[src/rtl/cover_toggle_collector.sv]
// cover_toggle_collector: records first hit of each toggle cover point and queues its global index
// Ports:
//   clock, reset (sync, active-low)    - clocking and reset
//   valid[WIDTH]                       - per-point toggle events
//   clear_hits                         - clears bitmap, pending set and hit_count (queue kept)
//   out_valid/out_ready/out_index      - newly covered global index stream
//   out_cycle (COVER_COLLECT_TIMESTAMP_EN only) - cycle counter value at the recording edge
//   hit_count, all_covered             - number of distinct points covered, all points covered
// Optional feature macro: COVER_COLLECT_TIMESTAMP_EN
module cover_toggle_collector #(
    parameter int          WIDTH       = 5,
    parameter logic [63:0] COVER_INDEX = 64'd0,
    parameter int          FIFO_DEPTH  = 4
) (
    input  logic                         clock,
    input  logic                         reset,
    input  logic [WIDTH-1:0]             valid,
    input  logic                         clear_hits,
    output logic                         out_valid,
    input  logic                         out_ready,
    output logic [63:0]                  out_index,
`ifdef COVER_COLLECT_TIMESTAMP_EN
    output logic [31:0]                  out_cycle,
`endif
    output logic [$clog2(WIDTH+1)-1:0]   hit_count,
    output logic                         all_covered
);
    localparam int CW = $clog2(WIDTH + 1);
    localparam int IW = WIDTH > 1 ? $clog2(WIDTH) : 1;
    localparam int AW = $clog2(FIFO_DEPTH);

    logic [WIDTH-1:0] hit, pending, new_hits, sel_mask;
    logic [IW-1:0]    sel;
    logic [CW-1:0]    count, new_count;
    logic [AW:0]      wr_ptr, rd_ptr;
    logic [IW-1:0]    idx_mem [FIFO_DEPTH];
    logic             full, push, pop;

    always_comb begin
        new_hits  = valid & ~hit;
        sel       = '0;
        new_count = '0;
        // descending scan leaves the lowest pending index selected
        for (int i = WIDTH - 1; i >= 0; i--)
            if (pending[i]) sel = IW'(i);
        for (int i = 0; i < WIDTH; i++)
            new_count = new_count + CW'(new_hits[i]);
        sel_mask = WIDTH'(1) << sel;
    end

    assign out_valid   = wr_ptr != rd_ptr;
    assign full        = (wr_ptr ^ rd_ptr) == {1'b1, {AW{1'b0}}};
    assign pop         = out_valid & out_ready;
    // a pop in the same edge frees the slot, so a full queue can still accept
    assign push        = |pending & (~full | pop) & ~clear_hits;
    assign out_index   = out_valid ? COVER_INDEX + 64'(idx_mem[rd_ptr[AW-1:0]]) : 64'd0;
    assign hit_count   = count;
    assign all_covered = count == CW'(WIDTH);

    always_ff @(posedge clock) begin
        if (!reset) begin
            hit     <= '0;
            pending <= '0;
            count   <= '0;
            wr_ptr  <= '0;
            rd_ptr  <= '0;
        end else begin
            if (push) wr_ptr <= wr_ptr + 1'b1;
            if (pop) rd_ptr <= rd_ptr + 1'b1;
            if (clear_hits) begin
                hit     <= '0;
                pending <= '0;
                count   <= '0;
            end else begin
                hit     <= hit | new_hits;
                pending <= (pending & ~(push ? sel_mask : '0)) | new_hits;
                count   <= count + new_count;
            end
        end
    end

    // queue stores only the local point number; the global offset is added at the head
    always_ff @(posedge clock)
        if (reset && push) idx_mem[wr_ptr[AW-1:0]] <= sel;

`ifdef COVER_COLLECT_TIMESTAMP_EN
    logic [31:0] cycle;
    logic [31:0] stamp   [WIDTH];
    logic [31:0] cyc_mem [FIFO_DEPTH];

    assign out_cycle = out_valid ? cyc_mem[rd_ptr[AW-1:0]] : 32'd0;

    always_ff @(posedge clock) begin
        if (!reset) cycle <= '0;
        else cycle <= cycle + 32'd1;
    end

    always_ff @(posedge clock) begin
        for (int i = 0; i < WIDTH; i++)
            if (reset && !clear_hits && new_hits[i]) stamp[i] <= cycle;
        if (reset && push) cyc_mem[wr_ptr[AW-1:0]] <= stamp[sel];
    end
`endif
endmodule

[config.mk]
export PLATFORM = sky130hd
export DESIGN_NAME = cover_toggle_collector
export DESIGN_NICKNAME = d
export VERILOG_FILES = /design/src/rtl/cover_toggle_collector.sv
export SDC_FILE = /design/constraint.sdc
export NUM_CORES = 1
export LEC_CHECK = 0
export CORE_MARGIN = 5
export CORE_UTILIZATION = 30
export CTS_CLUSTER_SIZE = 40
export DETAILED_ROUTE_END_ITERATION = 16
export GPL_TIMING_DRIVEN = 0
export SLEW_MARGIN = 40
export SYNTH_ARGS = -nofsm -noshare
export SYNTH_HDL_FRONTEND = slang
export SYNTH_SLANG_ARGS = --single-unit
[constraint.sdc]
create_clock -name clock -period 2.96 [get_ports clock]
set_clock_uncertainty 0.1 [all_clocks]
set_input_delay 0.296 -clock clock [delete_from_list [all_inputs] [get_ports clock]]
set_output_delay 0.296 -clock clock [all_outputs]
set_load 0.05 [all_outputs]
==> key figures <==
Floorplan
  – Core ar.: 0.006386 mm²
  – # rows: 29
  – Die ar.: 0.008360 mm²
  – DIE HEIGHT: 91.44 µm
  – Initial Utilization: 31.15%
  – Top Ports: 78
  – Die width: 91.44 µm

Worst hold path
  – Hold Startpoint: hit[3]
  – WHS Endpoint: hit[3]
  – Hold path depth: 2
  – Hold Crit Class: reg2reg

Clock tree
  – Hold buffers post-CTS: 0
  – Root Buffer: clkbuf_8
  – CTS tree: done
  – Clk sink count: 33
  – CTS H-Tree Depth: 2
  – Worst skew pair latency: 0.28 ns
  – Total CTS buffers: 5
  – Clk buf depth: 2
  – Reg clk slew, reported paths: 0.06 ns
  – Setup Buffers After CTS: 0

Worst setup path
  – Startpoint types: input pin
  – Slowest CP cell: fa_1
  – Kind of critical path: in2reg
  – CP Cell Sequence: clkdlybuf4s50_1 -> nor2b_1 -> fa_1 -> fa_1 -> ha_1 -> inv_1 -> fa_1 -> xnor2_1 -> xnor2_1 -> nor2_1
  – Reg2reg end: hit_count[2]
  – Reg2Reg Setup Slack: 0.31 ns
  – Critical Path AT: 2.91 ns
  – Worst setup EP type: flip-flop
  – Most used cell, CP: fa_1
  – Delay-heaviest family, CP: adder cells
  – R2r startpoint: hit[0]
  – CP Buf/Inv Count: 2
  – Worst R2R Path Depth: 9
  – Worst Path Required: 3.02 ns
  – Critical path's largest stage delay: 0.52 ns
  – Critical path peak fanout: 2

Drt
  – DRC viols: 0
  – Drt total wl: 3223 µm
  – First drt pass iteration count: 4
  – Detail Route Antenna Nets: 0
  – DR iter-0 viols: 27
  – Vias per cell: 3.573
  – Avg WL per Cell: 9.003 µm
  – Via count: 1,279

Synth
  – Post-synth top area share: 23.02%
  – Ys flop type: dfxtp_1
  – Library cells used by synthesis: 34
  – Syn Inst Count: 197
  – YS warnings: 0
  – Post-synth ARST share: 0%
  – Synth Register Bits: 33
  – Dominant cells by area after synthesis: buf_4, dfxtp_1, edfxtp_1
  – Mapped Avg Cell Area: 10.10 µm²
  – Post-Synthesis Cell Area: 0.001989 mm²
  – Seq/Total Area, Yosys: 39.25%
  – Post-synth EDFFs: 12
  – Synth area leader: buf_4

Placed design
  – Placer Congestion: 0.7052
  – HPWL after DPL: 2613 µm
  – Dpl cell area: 0.002471 mm²
  – Number of port buffers: 16
  – Place WS: -0.2863 ns

Layout
  – Commonest non-fill, non-tap cells in the layout: buf_4, conb_1, dfxtp_1, nor2_1, clkdlybuf4s50_1
  – Diode count: 0
  – Fin nets: 299
  – Fraction of layout cells with a size suffix above 1: 29.18%
  – P&R area growth vs syn: 28.99%
  – Fin area: 0.002566 mm²

STA
  – Final Slew Violations: 0
  – WHS: 0.3673 ns
  – Setup-failing EPs final: 0
  – Peak Freq: 350.6 MHz
  – Hold Vio Cnt, Final: 0
  – RSZ-0062 raised after global routing: false
  – Fin crit share: 96.36%
  – Tmin final: 2.852 ns
  – Fin worst setup slack: 0.1077 ns
  – Slew margin rel.: 65.62%
  – Worst-Margin Slew: 0.5147 ns

GRT
  – Initial antenna violation count: 0
  – Vias in the first global route: 1,168
  – Total Routing Usage GR: 7.590%
  – First-pass GRT wire length: 5264 µm
  – Largest net degree at the start of global routing: 11
  – Gr ovfl total: 0

Power
  – Peak supply drop: 246.9 µV
  – Power, Total: 1.398 mW
  – Leak: 1.260 nW
  – Power per Cell Area: 544.7 mW/mm²

Job
  – Maxcap violations: 0

Status
  – Outcome: completed
## routing by layer
layer	share of wire [%]	GRT usage (%)	up-vias
li1	-	-	689
met1	42	8.753	534
met2	45	11.52	48
met3	11	4.215	8
met4	1.6	3.301	0
met5	0	0	-
## power breakdown
part           internal [mW]  total [mW]  leakage [nW]  switching [mW]
combinational          0.190       0.555         0.930           0.365
sequential             0.498       0.525         0.285          0.0269
clock                  0.163       0.318        0.0450           0.156
total                  0.850        1.40          1.26           0.548
## cells by family after synthesis
group | synth area share [%]
buffers and inverters | 24.91
DFF | 39.25
xor gates and xnor gates | 3.082
muxes | 4.905
adders and majority gates | 7.421
and+or+nand+nor | 16.48
AOI/OAI and AO/OA | 3.773
other | 0.1885
## area by class of cell
| cell class | count | area [µm²] |
|---|---|---|
| timing repair buffer | 16 | 160.2 |
| fill | 657 | 3820 |
| buffer | 63 | 465.4 |
| tap | 77 | 96.34 |
| clock buffer | 6 | 72.57 |
| multi-input combinational | 153 | 950.9 |
| sequential | 33 | 780.7 |
| clock inverter | 2 | 10.01 |
| inverter | 8 | 30.03 |
## worst max path at each step
stage | from | to | slack (ns) | cells after the start
after floorplan | hit_count[0] | hit_count[2] | 0.20 | 8
after global placement | valid[2] | hit_count[2] | -0.24 | 10
after detailed placement | valid[2] | hit_count[2] | -0.29 | 10
after CTS | wr_ptr[1] | out_index[1] | 0.07 | 4
after global routing | valid[0] | hit_count[2] | 0.006 | 10
final | valid[0] | hit_count[2] | 0.11 | 10
## worst reg2reg max path, stage by stage (launching register included)
cell	delay [ns]
dfxtp_1	0.31
nor2b_1	0.20
fa_1	0.48
fa_1	0.52
ha_1	0.14
inv_1	0.05
fa_1	0.37
xnor2_1	0.18
xnor2_1	0.14
nor2_1	0.05
## synthesized netlist by cell type, drive strengths merged, types with 2 or more instances
| cell type | instances |
|---|---|
| or4 | 2 |
| xnor2 | 4 |
| edfxtp | 12 |
| o21ai | 5 |
| a21oi | 4 |
| and2 | 3 |
| ha | 7 |
| inv | 8 |
| xor2 | 3 |
| mux2i | 3 |
| buf | 61 |
| dfxtp | 21 |
| nand2 | 7 |
| and3 | 4 |
| mux4 | 3 |
| fa | 3 |
| nor2b | 6 |
| nor3 | 5 |
| and2b | 3 |
| nor2 | 20 |
| clkbuf | 2 |
| nand2b | 2 |
## state kept, by name, indices dropped and copies added, names as in the netlist, named ones only
register,count
idx_mem,12
hit,5
pending,5
hit_count,3
rd_ptr,3
wr_ptr,3
## per-stage QoR
step / std cells / utilization [%] / setup TNS, ns
finish: 358 / 40.18 / 0
global route: 358 / 40.18 / 0
CTS: 358 / 40.03 / 0
detailed placement: 350 / 38.70 / -0.3576
global placement: 350 / 38.70 / -0.2696
floorplan: 257 / - / 0
## repair_timing
item	in CTS	in global routing
pin swaps	0	0
gates cloned	0	0
hold endpoints to repair	0	0
gates resized for setup	1	2
endpoints found under the setup margin	1	4
No activity file was read; power rests on OpenSTA's default activity.
